==> src/rtl/cpu_pkg.sv <==
// cpu_pkg: shared widths, opcode constants and the fetch/decode entry format.
// Used by fetch_unit and fetch_fifo.
package cpu_pkg;

   localparam int         PC_W       = 8;
   localparam int         INSTR_W    = 16;
   localparam logic [3:0] OPC_BRANCH = 4'hC;

   // One fetched instruction as carried from fetch to decode.
   typedef struct packed {
      logic [PC_W-1:0]    pc;
      logic [INSTR_W-1:0] instr;
      logic               pred_taken;
   } fetch_entry_t;

endpackage

==> src/rtl/fetch_fifo.sv <==
// fetch_fifo: in-order fetch buffer with the head entry exposed combinationally.
// Ports:
//   clk, reset         clock, async active-high reset (empties buffer, zeroes storage)
//   i_push / i_wdata   write an entry (ignored when full unless popping the same cycle)
//   i_pop              drop the head entry (ignored when empty)
//   i_clear            synchronous empty; wins over push and pop
//   o_full / o_empty   occupancy flags
//   o_head             entry at the read pointer
module fetch_fifo
   import cpu_pkg::*;
#(
   parameter int  DEPTH = 2,
   parameter type T     = fetch_entry_t
) (
   input  logic clk,
   input  logic reset,
   input  logic i_push,
   input  logic i_pop,
   input  logic i_clear,
   input  T     i_wdata,
   output logic o_full,
   output logic o_empty,
   output T     o_head
);

   localparam int PTR_W = (DEPTH > 1) ? $clog2(DEPTH) : 1;
   localparam int CNT_W = $clog2(DEPTH + 1);

   T                 r_mem [DEPTH];
   logic [PTR_W-1:0] r_wr_ptr;
   logic [PTR_W-1:0] r_rd_ptr;
   logic [CNT_W-1:0] r_count;

   logic w_push;
   logic w_pop;

   assign o_full  = (r_count == CNT_W'(DEPTH));
   assign o_empty = (r_count == '0);
   assign o_head  = r_mem[r_rd_ptr];

   // A push into a full buffer is allowed when the head leaves in the same
   // cycle; the slot being written is the one being vacated.
   assign w_pop  = i_pop && !o_empty;
   assign w_push = i_push && (!o_full || w_pop);

   always_ff @(posedge clk or posedge reset) begin
      if (reset) begin
         r_wr_ptr <= '0;
         r_rd_ptr <= '0;
         r_count  <= '0;
         for (int i = 0; i < DEPTH; i++) r_mem[i] <= '0;
      end else if (i_clear) begin
         r_wr_ptr <= '0;
         r_rd_ptr <= '0;
         r_count  <= '0;
      end else begin
         if (w_push) begin
            r_mem[r_wr_ptr] <= i_wdata;
            r_wr_ptr <= (r_wr_ptr == PTR_W'(DEPTH - 1)) ? '0 : r_wr_ptr + PTR_W'(1);
         end
         if (w_pop)
            r_rd_ptr <= (r_rd_ptr == PTR_W'(DEPTH - 1)) ? '0 : r_rd_ptr + PTR_W'(1);
         if (w_push && !w_pop)
            r_count <= r_count + CNT_W'(1);
         else if (w_pop && !w_push)
            r_count <= r_count - CNT_W'(1);
      end
   end

endmodule

==> src/rtl/fetch_unit.sv <==
// fetch_unit: PC register, next-PC selection with static branch prediction,
// and the fetch buffer feeding decode.
// Ports:
//   clk, reset                     clock, async active-high reset
//   o_imem_addr / i_imem_data      instruction memory (combinational read)
//   o_bp_pc / i_predict_taken /
//   i_pred_target                  branch predictor lookup for the current PC
//   i_flush / i_redirect_pc        misprediction recovery
//   o_fd_valid / i_fd_ready        fetch-to-decode handshake
//   o_fd_instr / o_fd_pc /
//   o_fd_pred_taken                head entry of the fetch buffer
module fetch_unit
   import cpu_pkg::*;
#(
   // Widths must match cpu_pkg, which fixes the layout of fetch_entry_t.
   parameter int PC_W       = cpu_pkg::PC_W,
   parameter int INSTR_W    = cpu_pkg::INSTR_W,
   parameter int FIFO_DEPTH = 2
) (
   input  logic               clk,
   input  logic               reset,
   output logic [PC_W-1:0]    o_imem_addr,
   input  logic [INSTR_W-1:0] i_imem_data,
   output logic [PC_W-1:0]    o_bp_pc,
   input  logic               i_predict_taken,
   input  logic [PC_W-1:0]    i_pred_target,
   input  logic               i_flush,
   input  logic [PC_W-1:0]    i_redirect_pc,
   output logic               o_fd_valid,
   input  logic               i_fd_ready,
   output logic [INSTR_W-1:0] o_fd_instr,
   output logic [PC_W-1:0]    o_fd_pc,
   output logic               o_fd_pred_taken
);

   logic [PC_W-1:0] r_pc;
   logic [PC_W-1:0] w_next_pc;
   logic            w_is_branch;
   logic            w_taken;
   logic            w_pop;
   logic            w_do_fetch;
   logic            w_full;
   logic            w_empty;
   fetch_entry_t    w_push_entry;
   fetch_entry_t    w_head;

   assign o_imem_addr = r_pc;
   assign o_bp_pc     = r_pc;

   assign w_is_branch = (i_imem_data[INSTR_W-1 -: 4] == OPC_BRANCH);
   // Predictor output only matters for real branch opcodes.
   assign w_taken     = w_is_branch && i_predict_taken;
   assign w_pop       = o_fd_valid && i_fd_ready;
   assign w_do_fetch  = !i_flush && (!w_full || w_pop);
   assign w_next_pc   = w_taken ? i_pred_target : r_pc + PC_W'(1);

   assign w_push_entry = '{pc: r_pc, instr: i_imem_data, pred_taken: w_taken};

   always_ff @(posedge clk or posedge reset) begin
      if (reset)
         r_pc <= '0;
      else if (i_flush)
         r_pc <= i_redirect_pc;
      else if (w_do_fetch)
         r_pc <= w_next_pc;
   end

   // Flush drives clear, which overrides the pop the handshake may signal.
   fetch_fifo #(
      .DEPTH (FIFO_DEPTH),
      .T     (fetch_entry_t)
   ) u_fifo (
      .clk     (clk),
      .reset   (reset),
      .i_push  (w_do_fetch),
      .i_pop   (w_pop),
      .i_clear (i_flush),
      .i_wdata (w_push_entry),
      .o_full  (w_full),
      .o_empty (w_empty),
      .o_head  (w_head)
   );

   assign o_fd_valid      = !w_empty;
   assign o_fd_instr      = w_head.instr;
   assign o_fd_pc         = w_head.pc;
   assign o_fd_pred_taken = w_head.pred_taken;

endmodule

==> config.mk <==
export PLATFORM = sky130hd
export DESIGN_NAME = fetch_unit
export DESIGN_NICKNAME = d
export VERILOG_FILES = /design/src/rtl/cpu_pkg.sv /design/src/rtl/fetch_fifo.sv /design/src/rtl/fetch_unit.sv
export SDC_FILE = /design/constraint.sdc
export NUM_CORES = 1
export LEC_CHECK = 0
export ABC_CLOCK_PERIOD_IN_PS = 4500
export CORE_ASPECT_RATIO = 1.4
export CORE_MARGIN = 2
export CORE_UTILIZATION = 53
export DETAILED_ROUTE_END_ITERATION = 8
export GPL_TIMING_DRIVEN = 0
export PLACE_DENSITY = 0.94
export SETUP_SLACK_MARGIN = 0.1
export SYNTH_ARGS = -nofsm -noshare
export SYNTH_HDL_FRONTEND = slang
export SYNTH_SLANG_ARGS = --single-unit
==> constraint.sdc <==
create_clock -name clk -period 4.5 [get_ports clk]
set_clock_uncertainty 0.2 [all_clocks]
set_input_delay 0.9 -clock clk [delete_from_list [all_inputs] [get_ports clk]]
set_output_delay 0.9 -clock clk [all_outputs]
set_load 0.02 [all_outputs]
# After elaboration in Yosys (flattened, before gate mapping)
# Cells that the tools add are included.
[totals]
in_bits = 37
ff_bits = 62
[op_classes]
muxes = 18
n_eq_ne = 2
add_sub_neg = 5
n_bitwise = 3
magnitude_cmp = 3
n_reduce_logical = 21
[op_table]
columns = ["operator", "n"]
rows = [
  ["$mux W25", 4],
  ["$bwmux W50", 1],
  ["$demux W25 S1", 1],
  ["$mux W8", 3],
  ["$add A8 B1 Y8 const B", 1],
  ["$logic_and A1 B1 Y1", 8],
  ["$mux W1", 6],
  ["$mux W2", 3],
  ["$reduce_bool A2 Y1", 3],
  ["$logic_not A1 Y1", 5],
  ["$eq A4 B4 Y1 const B", 1],
  ["$ge A2 B2 Y1 const B", 2],
  ["$not A1 Y2", 2],
  ["$reduce_bool A3 Y1", 1],
  ["$add A1 B1 Y1 const B", 2],
  ["$add A2 B1 Y2 const B", 1],
  ["$eq A2 B2 Y1 const B", 1],
  ["$logic_not A2 Y1", 1],
  ["$logic_or A1 B1 Y1", 2],
  ["$lt A2 B1 Y1 const B", 1],
  ["$reduce_and A2 Y1", 1],
  ["$sub A2 B1 Y2 const B", 1],
  ["$not A1 Y1", 1],
]

# Logic depth before layout (Yosys ltp)
[depth]
depth_word = 11
mapped_depth = 6

# By module
# From an unflattened synthesis, not the netlist that was laid out.
[unflattened]
cells_unflattened = 241
hier_area_um2 = 3155.5
[by_module_without_submodules]
columns = ["module", "instances", "seq_area_each_um2", "area_each_um2", "cells_each"]
rows = [
  ["fetch_fifo", 1, 1351.3, 2482.4, 159],
  ["fetch_unit", 1, 200.2, 673.1, 82],
]

# Worst setup path after synthesis
# Ideal clock, no wire load.
[synth_timing]
path_type = "register -> output"
start = "register u_fifo.r_rd_ptr"
end = "output o_fd_instr[11]"
required_ns = 3.400
stages_incl_launch_ff = 4
arrival_ns = 1.367
setup_slack_ns = 2.033
cell_sequence = "dfrtp_1 -> clkbuf_1 -> buf_1 -> mux2_2"
[synth_between]
elab_chain_len = 4
[synth_rtl]
columns = ["element", "line", "source"]
rows = [
  ["start, declared", "fetch_fifo.sv:31", "logic [PTR_W-1:0] r_rd_ptr;"],
  ["start signal, assigned", "fetch_fifo.sv:62", "r_rd_ptr <= (r_rd_ptr == PTR_W'(DEPTH - 1)) ? '0 : r_rd_ptr + PTR_W'(1);"],
  ["$not A1 Y2 (not written as such)", "fetch_fifo.sv:39", "assign o_head = r_mem[r_rd_ptr];"],
  ["$mux W25 (not written as such) (3 in series)", "fetch_fifo.sv:39", ""],
  ["end, declared", "fetch_unit.sv:31", "output logic [INSTR_W-1:0] o_fd_instr,"],
]
# Every way passes these cells. The select of a mux whose other input is x is not followed.

# Worst setup path after layout
[layout_timing]
start = "register u_fifo.r_rd_ptr"
end = "output o_fd_pc[4]"
[layout_between]
elab_chain_len = 4
[layout_rtl]
columns = ["element", "line", "source"]
rows = [
  ["$not A1 Y2 (not written as such)", "fetch_fifo.sv:39", ""],
  ["$mux W25 (not written as such) (3 in series)", "fetch_fifo.sv:39", ""],
  ["end, declared", "fetch_unit.sv:32", "output logic [PC_W-1:0] o_fd_pc,"],
]
# Every way passes these cells. The select of a mux whose other input is x is not followed.

==> metrics.md <==
| Metric | Value |
|---|---|
| Outcome | `completed` |
| Clk_lat worst skew | `330 ps` |
| Top-area cell type share of the netlist area | `50.0%` |
| P_leak | `1.75 nW` |
| Initial antenna violation count | `0` |
| CTS Hold Bufs | `0` |
| Pwr dens | `467 mW/mm^2` |
| Synthesized area | `0.00310 sq mm` |
| FF+latch count, synth | `62` |
| Internal cell power | `1.38 mW` |
| Hold Path Class | `flop to flop` |
| Most common cell after layout, fill and taps aside | `clkdlybuf4s50_1` |
| Antenna Cells | `0` |
| Final hold vios | `0` |
| Hpwl dp | `4920 um` |
| Clock Path Buffers | `2` |
| DR WL/cell | `17.0 um` |
| Nature of the critical path startpoint | `flop` |
| Worst-path maximum fanout | `10` |
| Max-cap viol count | `0` |
| Total DRC errors in the routed layout | `0` |
| Tcrit/Tclk final | `80.7%` |
| Comb power frac | `35.5%` |
| Syn_nets | `271` |
| Clock tree sinks | `62` |
| Share of layout cells above drive strength 1 | `34.5%` |
| CP Capture Type | `output pin` |
| Layout area overhead | `35.1%` |
| Clock share of power | `25.0%` |
| Max Slew Vio Count | `0` |
| Sequential share of power | `39.5%` |
| H-Tree Depth | `3` |
| Total gr overflow | `0` |
| Ys flop type | `dfrtp_1` |
| Req. time, crit path | `3400 ps` |
| Netlist cell types | `36` |
| First-pass GRT wire length | `10800 um` |
| Post-CTS setup buffers | `0` |
| RSZ-0062 raised after global routing | `false` |
| Setup CP Type | `flop to output pin` |
| Switching Share | `29.6%` |
| Multi-input gate area | `0.00138 sq mm` |
| Final WL | `6770 um` |
| Syn. warnings | `0` |
| Final ANT Viol Nets | `0` |
| Worst path arrival time | `2530 ps` |
| Period minus WS final | `3630 ps` |
| Commonest cells after routing, fill and taps aside | `78 x clkdlybuf4s50_1, 62 x dfrtp_1, 56 x mux2_2` |
| First DRT Iteration DRCs | `141` |
| Root buf cell | `clkbuf_8` |
| CP Buf/Inv Count | `3` |
| CTS tree | `done` |
| P_sw | `0.579 mW` |
| CTS clk-pin slew, worst paths | `60 ps` |
| EDFF count, synth | `0` |
| Delay-heaviest family, CP | `buffers and inverters` |
| FILL cells | `402` |
| Mapped Cells | `233` |
| Die area | `0.00649 sq mm` |
| Die Wd | `68.7 um` |
| Largest stage delay, worst path | `570 ps` |
| Crit-path cells | `clkbuf_1 -> buf_1 -> mux2_2 -> clkdlybuf4s50_1` |
| Vias in the first global route | `2333` |
| Setup TNS | `0 ps` |
| Slew headroom | `51.3%` |
| Routed vias/inst | `5.49` |
| Largest net degree at the start of global routing | `35` |
| Nets | `361` |
| Hold WS | `306 ps` |
| Storage cell area | `0.00155 sq mm` |
| Core area | `0.00574 sq mm` |
| Dominant cell type by area after synthesis | `dfrtp_1` |
| Std-Cell Rows | `33` |
| Ports | `79` |
| Vias post-DR | `2185` |
| Placed cell count | `382` |
| Cts repair resizes | `0` |
| Maximum vdd drop | `0.267 mV` |
| Total GRT Usage | `22.5%` |
| Synth async-reset ratio | `100%` |
| IO Port Bufs | `78` |
| Slew @ Worst Pin | `730 ps` |
| Seq/Total Area, Yosys | `50.0%` |
| RD Place Congestion | `0.870` |
| Avg Cell Area, Syn | `13.3 sq um` |
| Area contributors post-synth | `dfrtp_1 50%, mux2_2 20%, mux2_4 9.7%` |
| Max Fclk | `275 MHz` |
| Final setup violation count | `0` |
| Power, Total | `1.96 mW` |
| Worst path slowest cell | `buf_1` |
| Non-filler cells, final | `398` |
| Initial DRT Pass Iterations | `4` |
| Die Y | `94.5 um` |
| Initial Util | `54.0%` |
| Cts bufs inserted | `9` |
==> through the flow <==
step | setup WS [ps] | utilization [%] | cell area, sq um
6_report | 868 | 73.0 | 4190
5_1_grt | 703 | 73.0 | 4190
4_1_cts | 822 | 73.0 | 4190
3_5_place_dp | 1200 | 69.5 | 3990
3_3_place_gp | 858 | 69.2 | 3970
2_1_floorplan | 1860 | - | 3100
==> layout make-up <==
cell class,count,area share [%]
clock inverters,4,1.07
plain buffers,21,3.64
multi-input cells,146,33.0
flip-flops and latches,62,37.0
repair buffers,79,19.1
inverters,4,0.358
well taps,70,2.09
clock buffers,12,3.70
==> layer usage <==
metal  global-route usage (%)  wire [um]  vias up
li1                         -          -     1000
met1                     27.0       2720     1091
met2                     38.0       3620       82
met3                     3.69        274       12
met4                     11.0        154        0
met5                        0          0        -
==> state kept, by name, indices dropped and copies added, names as in the netlist <==
name             flops
u_fifo.r_rd_ptr      1
u_fifo.r_count       2
u_fifo.r_mem        50
u_fifo.r_wr_ptr      1
o_bp_pc              8
==> cells in the mapped netlist, types with 3 or more instances <==
master	instances
mux2_4	20
o21a_1	3
mux2_2	56
clkbuf_1	5
buf_2	3
nor2_1	6
nand3_1	4
o21ai_0	9
buf_4	8
nor3_1	8
nand2_1	6
nor3b_1	4
dfrtp_1	62
inv_1	4
xnor2_1	4
a21oi_1	5
==> worst register-to-register path, delay by kind of cell (launching register included) <==
family,cells,cell delay [ps]
buffers and inverters,1,380
AND/OR/NAND/NOR,2,660
multiplexers,1,370
flip-flops,1,420
==> power groups by stage <==
stage / combinational (mW) / sequential [mW] / clock (mW)
after detailed placement: 0.699 / 0.781 / 0
after floorplan: 0.433 / 0.766 / 0
after CTS: 0.703 / 0.772 / 0.497
final: 0.695 / 0.773 / 0.490
after global routing: 0.738 / 0.791 / 0.525
after global placement: 0.683 / 0.771 / 0
==> worst paths after layout <==
path / from / to / slack, ps / depth (start not counted)
max: u_fifo.r_rd_ptr / o_fd_pc[4] / 870 / 4
min: u_fifo.r_mem[38] / u_fifo.r_mem[38] / 310 / 1
max reg2reg: u_fifo.r_count[1] / u_fifo.r_mem[26] / 2350 / 4
min reg2reg: u_fifo.r_mem[38] / u_fifo.r_mem[38] / 310 / 1
max in group asynchronous: reset / u_fifo.r_mem[19] / 2670 / 3
min in group asynchronous: reset / u_fifo.r_mem[4] / 820 / 2
==> cell families after synthesis <==
kind of cell / count (synthesis) / share of synthesized area (%)
xor gates and xnor gates: 6 / 1.69
muxes: 77 / 30.3
DFF: 62 / 50.0
buffers and inverters: 25 / 5.41
and+or+nand+nor: 40 / 7.79
AOI/OAI and AO/OA: 22 / 4.36
adders and majority gates: 1 / 0.403
(Power assumes the default switching activity.)
